`src/rtl/shift_unit_seq.sv`:
```
// Multi-cycle shift unit: LSL / LSR / ASR / ROL with carry-out.
// Shifts at most STEP bits per BUSY cycle so the per-cycle barrel stays shallow.
// A valid/ready pair on each side; in_ready/out_valid decode from state only.
module shift_unit_seq #(
   parameter int DATA_WIDTH  = 20,
   parameter int SHIFT_WIDTH = 5,
   parameter int STEP        = 4
) (
   input  logic                   clk,
   input  logic                   rst,
   input  logic                   in_valid,
   output logic                   in_ready,
   input  logic [DATA_WIDTH-1:0]  data_in,
   input  logic [SHIFT_WIDTH-1:0] shift_amount,
   input  logic [1:0]             mode,
   output logic                   out_valid,
   input  logic                   out_ready,
   output logic [DATA_WIDTH-1:0]  data_out,
   output logic                   carry_out
);

   localparam int W = DATA_WIDTH;
   localparam logic [31:0] W32    = 32'(DATA_WIDTH);
   localparam logic [31:0] STEP32 = 32'(STEP);
   localparam logic [SHIFT_WIDTH-1:0] STEP_S = SHIFT_WIDTH'(STEP);

   localparam logic [1:0] M_LSL = 2'b00;
   localparam logic [1:0] M_LSR = 2'b01;
   localparam logic [1:0] M_ASR = 2'b10;
   localparam logic [1:0] M_ROL = 2'b11;

   typedef enum logic [1:0] {S_IDLE, S_BUSY, S_DONE} state_t;

   state_t                 state_q, state_d;
   logic [W-1:0]           data_q, data_d;
   logic                   carry_q, carry_d;
   logic [SHIFT_WIDTH-1:0] rem_q, rem_d;
   logic [1:0]             mode_q, mode_d;
   // LSL/LSR requested more than W bits: result is zero and carry is forced 0
   logic                   over_q, over_d;

   logic [31:0]            amt32;
   logic [SHIFT_WIDTH-1:0] eff;
   logic [SHIFT_WIDTH-1:0] step_s;
   logic [W-1:0]           step_res;
   logic                   step_c;
   logic [W:0]             lsl_ext;
   logic [W:0]             lsr_ext;
   logic signed [W:0]      asr_ext;
   logic [W-1:0]           rol_res;

   assign in_ready  = (state_q == S_IDLE);
   assign out_valid = (state_q == S_DONE);
   assign data_out  = data_q;
   assign carry_out = carry_q;

   // Effective amount of the incoming request: ROL wraps, the others saturate at W
   always_comb begin
      amt32 = 32'(shift_amount);
      if (mode == M_ROL) eff = SHIFT_WIDTH'(amt32 % W32);
      else               eff = SHIFT_WIDTH'((amt32 > W32) ? W32 : amt32);
   end

   // One partial shift of up to STEP bits; the extra bit of each extended
   // vector catches the last bit pushed out, which becomes the carry
   always_comb begin
      step_s  = (32'(rem_q) < STEP32) ? rem_q : STEP_S;
      lsl_ext = {1'b0, data_q} << step_s;
      lsr_ext = {data_q, 1'b0} >> step_s;
      asr_ext = $signed({data_q, 1'b0}) >>> step_s;
      rol_res = (data_q << step_s) | (data_q >> (W32 - 32'(step_s)));
      step_res = data_q;
      step_c   = 1'b0;
      case (mode_q)
         M_LSL: begin step_res = lsl_ext[W-1:0]; step_c = lsl_ext[W]; end
         M_LSR: begin step_res = lsr_ext[W:1];   step_c = lsr_ext[0]; end
         M_ASR: begin step_res = asr_ext[W:1];   step_c = asr_ext[0]; end
         default: begin step_res = rol_res;      step_c = rol_res[0]; end
      endcase
   end

   // Next-state and datapath updates for IDLE -> BUSY -> DONE -> IDLE
   always_comb begin
      state_d = state_q;
      data_d  = data_q;
      carry_d = carry_q;
      rem_d   = rem_q;
      mode_d  = mode_q;
      over_d  = over_q;
      case (state_q)
         S_IDLE: begin
            if (in_valid) begin
               data_d  = data_in;
               mode_d  = mode;
               rem_d   = eff;
               carry_d = 1'b0;
               over_d  = ((mode == M_LSL) || (mode == M_LSR)) && (amt32 > W32);
               state_d = (eff == '0) ? S_DONE : S_BUSY;
            end
         end
         S_BUSY: begin
            data_d  = step_res;
            carry_d = step_c & ~over_q;
            rem_d   = rem_q - step_s;
            if (rem_q == step_s) state_d = S_DONE;
         end
         S_DONE: begin
            if (out_ready) state_d = S_IDLE;
         end
         default: state_d = S_IDLE;
      endcase
   end

   // State register; reset drops any in-flight operation and clears the result
   always_ff @(posedge clk) begin
      if (rst) begin
         state_q <= S_IDLE;
         data_q  <= '0;
         carry_q <= 1'b0;
         rem_q   <= '0;
         mode_q  <= M_LSL;
         over_q  <= 1'b0;
      end else begin
         state_q <= state_d;
         data_q  <= data_d;
         carry_q <= carry_d;
         rem_q   <= rem_d;
         mode_q  <= mode_d;
         over_q  <= over_d;
      end
   end

endmodule

```
`config.mk`:
```
export PLATFORM = sky130hd
export DESIGN_NAME = shift_unit_seq
export DESIGN_NICKNAME = d
export VERILOG_FILES = /design/src/rtl/shift_unit_seq.sv
export SDC_FILE = /design/constraint.sdc
export NUM_CORES = 1
export LEC_CHECK = 0
export BUFFER_PORTS_ARGS = -buffer_cell sky130_fd_sc_hd__buf_2
export CAP_MARGIN = 20
export CELL_PAD_IN_SITES_DETAIL_PLACEMENT = 1
export CELL_PAD_IN_SITES_GLOBAL_PLACEMENT = 1
export CORE_MARGIN = 5
export CORE_UTILIZATION = 46
export CTS_CLUSTER_DIAMETER = 40
export CTS_CLUSTER_SIZE = 12
export DETAILED_ROUTE_END_ITERATION = 8
export PLACE_DENSITY = 0.86
export SLEW_MARGIN = 20
export SYNTH_ARGS = -nofsm -noshare
export SYNTH_HDL_FRONTEND = slang
export SYNTH_SLANG_ARGS = --single-unit
export TNS_END_PERCENT = 30
```
`constraint.sdc`:
```
create_clock -name clk -period 4.78 [get_ports clk]
set_input_delay 0.239 -clock clk [delete_from_list [all_inputs] [get_ports clk]]
set_output_delay 0.239 -clock clk [all_outputs]
set_load 0.03 [all_outputs]
```
==> impl_metrics.tcl <==
set metrics [dict create \
    crit_required_ns 4.92 \
    pwr-share-clk_pct 16.2 \
    hpwl_um 10300 \
    clk_latency_ns 0.28 \
    crit_path_end_kind "flop" \
    area_growth_pct 9.15 \
    final_common_cell "nand2_1" \
    cts_setup_buffers 0 \
    grt_pass1_vias 4338 \
    crit_chain "buf_4, inv_2, nor2_4, inv_2, ha_1, inv_1, a21oi_1, a2111oi_0, a2111oi_0, a221oi_1" \
    synth_enable_flop_cells 0 \
    clock-root-buffer "clkbuf_8" \
    leakagePower_uw 0.00149 \
    drc 0 \
    cpPeakStageDelay_ns 0.68 \
    syn_inst 497 \
    post-place-ws_ns 1.45 \
    drt-pass1-iter-count 5 \
    cp_max_fo 34 \
    core_mm2 0.00769 \
    cts_hold_buffers 0 \
    finClkSkew_ns 0.00578 \
    ant_nets 0 \
    clock_path_buffers 2 \
    layout_common_cells "71 x nand2_1, 53 x buf_2, 43 x o21ai_0, 36 x mux2i_1, 32 x nor2_1" \
    insertedDiodeCount 0 \
    setup_slack_ns 1.35 \
    hold_slack_ns 0.239 \
    cts_inserted_buffers 5 \
    antenna_found_initial 1 \
    worst_path_max_delay_cell "ha_1" \
    fp.dieH_um 98.4 \
    synth_seq_cells 31 \
    synthArstFlopShare_pct 0 \
    yosysSeqAreaShare_pct 17.3 \
    io_buffers 53 \
    finalInstanceArea_mm2 0.00393 \
    ios 54 \
    htree_levels 2 \
    combPwrFrac_pct 51.7 \
    initial_core_util_pct 46.8 \
    cell_internal_pwr_uw 633 \
    cts_resized 0 \
    grt_setup_unrepaired "false" \
    worst_pin_slew_ns 0.734 \
    grt_max_degree 35 \
    report.final.hold_viol_count 0 \
    syn_nets 533 \
    fin_nets 549 \
    fp.dieW_um 98.4 \
    clkTransAtPathRegs_ns 0.07 \
    place_area_mm2 0.00384 \
    finalCritPeriodShare_pct 71.8 \
    ys_types 65 \
    wl_um 14800 \
    totalPowerFinal_uw 1300 \
    cp_data_arrival_time_ns 3.57 \
    crit_type "reg2reg" \
    share_seq_of_total_power_pct 32.0 \
    clock-sinks 31 \
    cts_tree "done" \
    relSlewSlack_pct 51.1 \
    grt_usage_pct 30.4 \
    worstSetupStartpointType "flop" \
    wire_per_inst_um 24.0 \
    die_area_mm2 0.00969 \
    drtIter0Drc 390 \
    synth_area_mm2 0.00360 \
    via_count 4308 \
    setup_tns_ns 0 \
    drv_cap 0 \
    period_minus_slack_ns 3.43 \
    swShare_pct 51.2 \
    num_rows 32 \
    clock.fmax_ghz 0.291 \
    synth_ff_type "dfxtp_1" \
    setup_viol 0 \
    syn_area_per_cell_um2 7.24 \
    min_path_type "in2reg" \
    globalplace.congestion 1.01 \
    p_sw_uw 663 \
    status "finished clean" \
    finalMaxSlewViolations 0 \
    drive_gt1_share_pct 19.5 \
    grt_overflow 0 \
    power_density_mw_per_mm2 330 \
    via_per_inst 6.99 \
    peakVddDrop_uv 215 \
    yosys_warnings 0 \
    grt_pass1_wl_um 23900 \
]
==> cells by family (layout without fill, tap and decap cells) <==
| family | after synthesis | after routing | share of synthesized area [%] |
|---|---|---|---|
| multiplexers | 52 | 52 | 18.2 |
| adder cells (fa/ha/maj) | 5 | 5 | 1.74 |
| buffers and inverters | 68 | 85 | 8.14 |
| flip-flops | 31 | 31 | 17.3 |
| XOR/XNOR | 3 | 3 | 0.731 |
| AO/OA/AOI/OAI | 156 | 156 | 29.2 |
| other | 1 | 1 | 0.104 |
| AND/OR/NAND/NOR | 181 | 181 | 24.7 |
==> worst max-delay path: cells and delay by family (launching register included) <==
family          cells  cell delay, ns
compound gates      4            0.91
fa+ha+maj           1            0.68
buf+inv             4            1.12
flops               1            0.32
simple gates        1            0.25
==> final timing paths <==
kind                          from                        end  slack (ns)  cells after the start
min reg2reg    over_q$_SDFFE_PP0P_     carry_out$_SDFFE_PP0P_        0.46                      1
min                    data_in[16]  data_out[16]$_SDFFE_PP0P_        0.24                      3
max reg2reg  rem_q[1]$_SDFFE_PP0P_   data_out[1]$_SDFFE_PP0P_        1.35                     10
max          rem_q[1]$_SDFFE_PP0P_   data_out[1]$_SDFFE_PP0P_        1.35                     10
==> area by class of cell <==
type / count / area, um2
timing repair buffer: 65 / 355
tap: 102 / 128
inverter: 12 / 45.0
fill: 1014 / 3760
clock buffer: 7 / 76.3
sequential: 31 / 621
multi-input combinational: 398 / 2700
clock inverter: 1 / 5.00
==> power by group through the flow <==
stage	sequential (uW)	clock, uW	combinational [uW]
2_1_floorplan	377	0	469
3_3_place_gp	413	0	641
3_5_place_dp	416	0	653
4_1_cts	410	214	657
5_1_grt	423	226	717
6_report	415	210	670
==> per-layer routing <==
layer / part of all wire (%) / GRT usage [%] / vias to the layer above
li1: - / - / 1913
met1: 42 / 40.9 / 2078
met2: 45 / 47.4 / 268
met3: 10 / 8.56 / 47
met4: 2.4 / 9.03 / 2
met5: 0.088 / 0 / -
==> Yosys cell counts (3+ instances only) <==
library cell  instances  area share, %
mux2_2                6            1.9
buf_2                12            1.7
nand2_1              71            7.4
ha_1                  5            1.7
o221ai_1              3           0.73
nor2b_1               5           0.87
nor3_1                8            1.1
a211oi_1             12            2.5
buf_6                 3           0.94
o21ai_1               4           0.56
a311oi_1              5            1.2
nor4_1               10            1.7
o21a_1                3           0.63
a21oi_1              27            3.8
a2111oi_0             6            1.5
and3_1                3           0.52
buf_1                 4           0.42
o21ai_0              43            6.0
nand4_1               4           0.70
nand3_1              18            2.5
inv_1                 9           0.94
o41ai_1               3           0.73
o31ai_1               3           0.63
o211ai_1              5            1.0
nor2_1               32            3.3
mux2i_1              36             10
or3_1                 7            1.2
a221oi_1             14            3.4
nand3b_1              3           0.63
or4_1                 3           0.63
and2_1                4           0.70
inv_2                 3           0.31
mux4_2               10            6.3
a31oi_1               5           0.87
clkbuf_1             37            3.9
dfxtp_1              31             17
a22oi_1               4           0.84
==> flip-flops by register name (all words and copies together) (netlist names) <==
| register | cells |
|---|---|
| over_q | 1 |
| data_out | 20 |
| mode_q | 2 |
| carry_out | 1 |
| rem_q | 5 |
| state_q | 2 |
==> metrics by stage <==
step,util (%),cells
after global placement,50.0,608
after floorplan,-,497
after detailed placement,50.0,608
after global routing,51.1,616
final,51.1,616
after CTS,51.1,616
(Power assumes the default switching activity.)
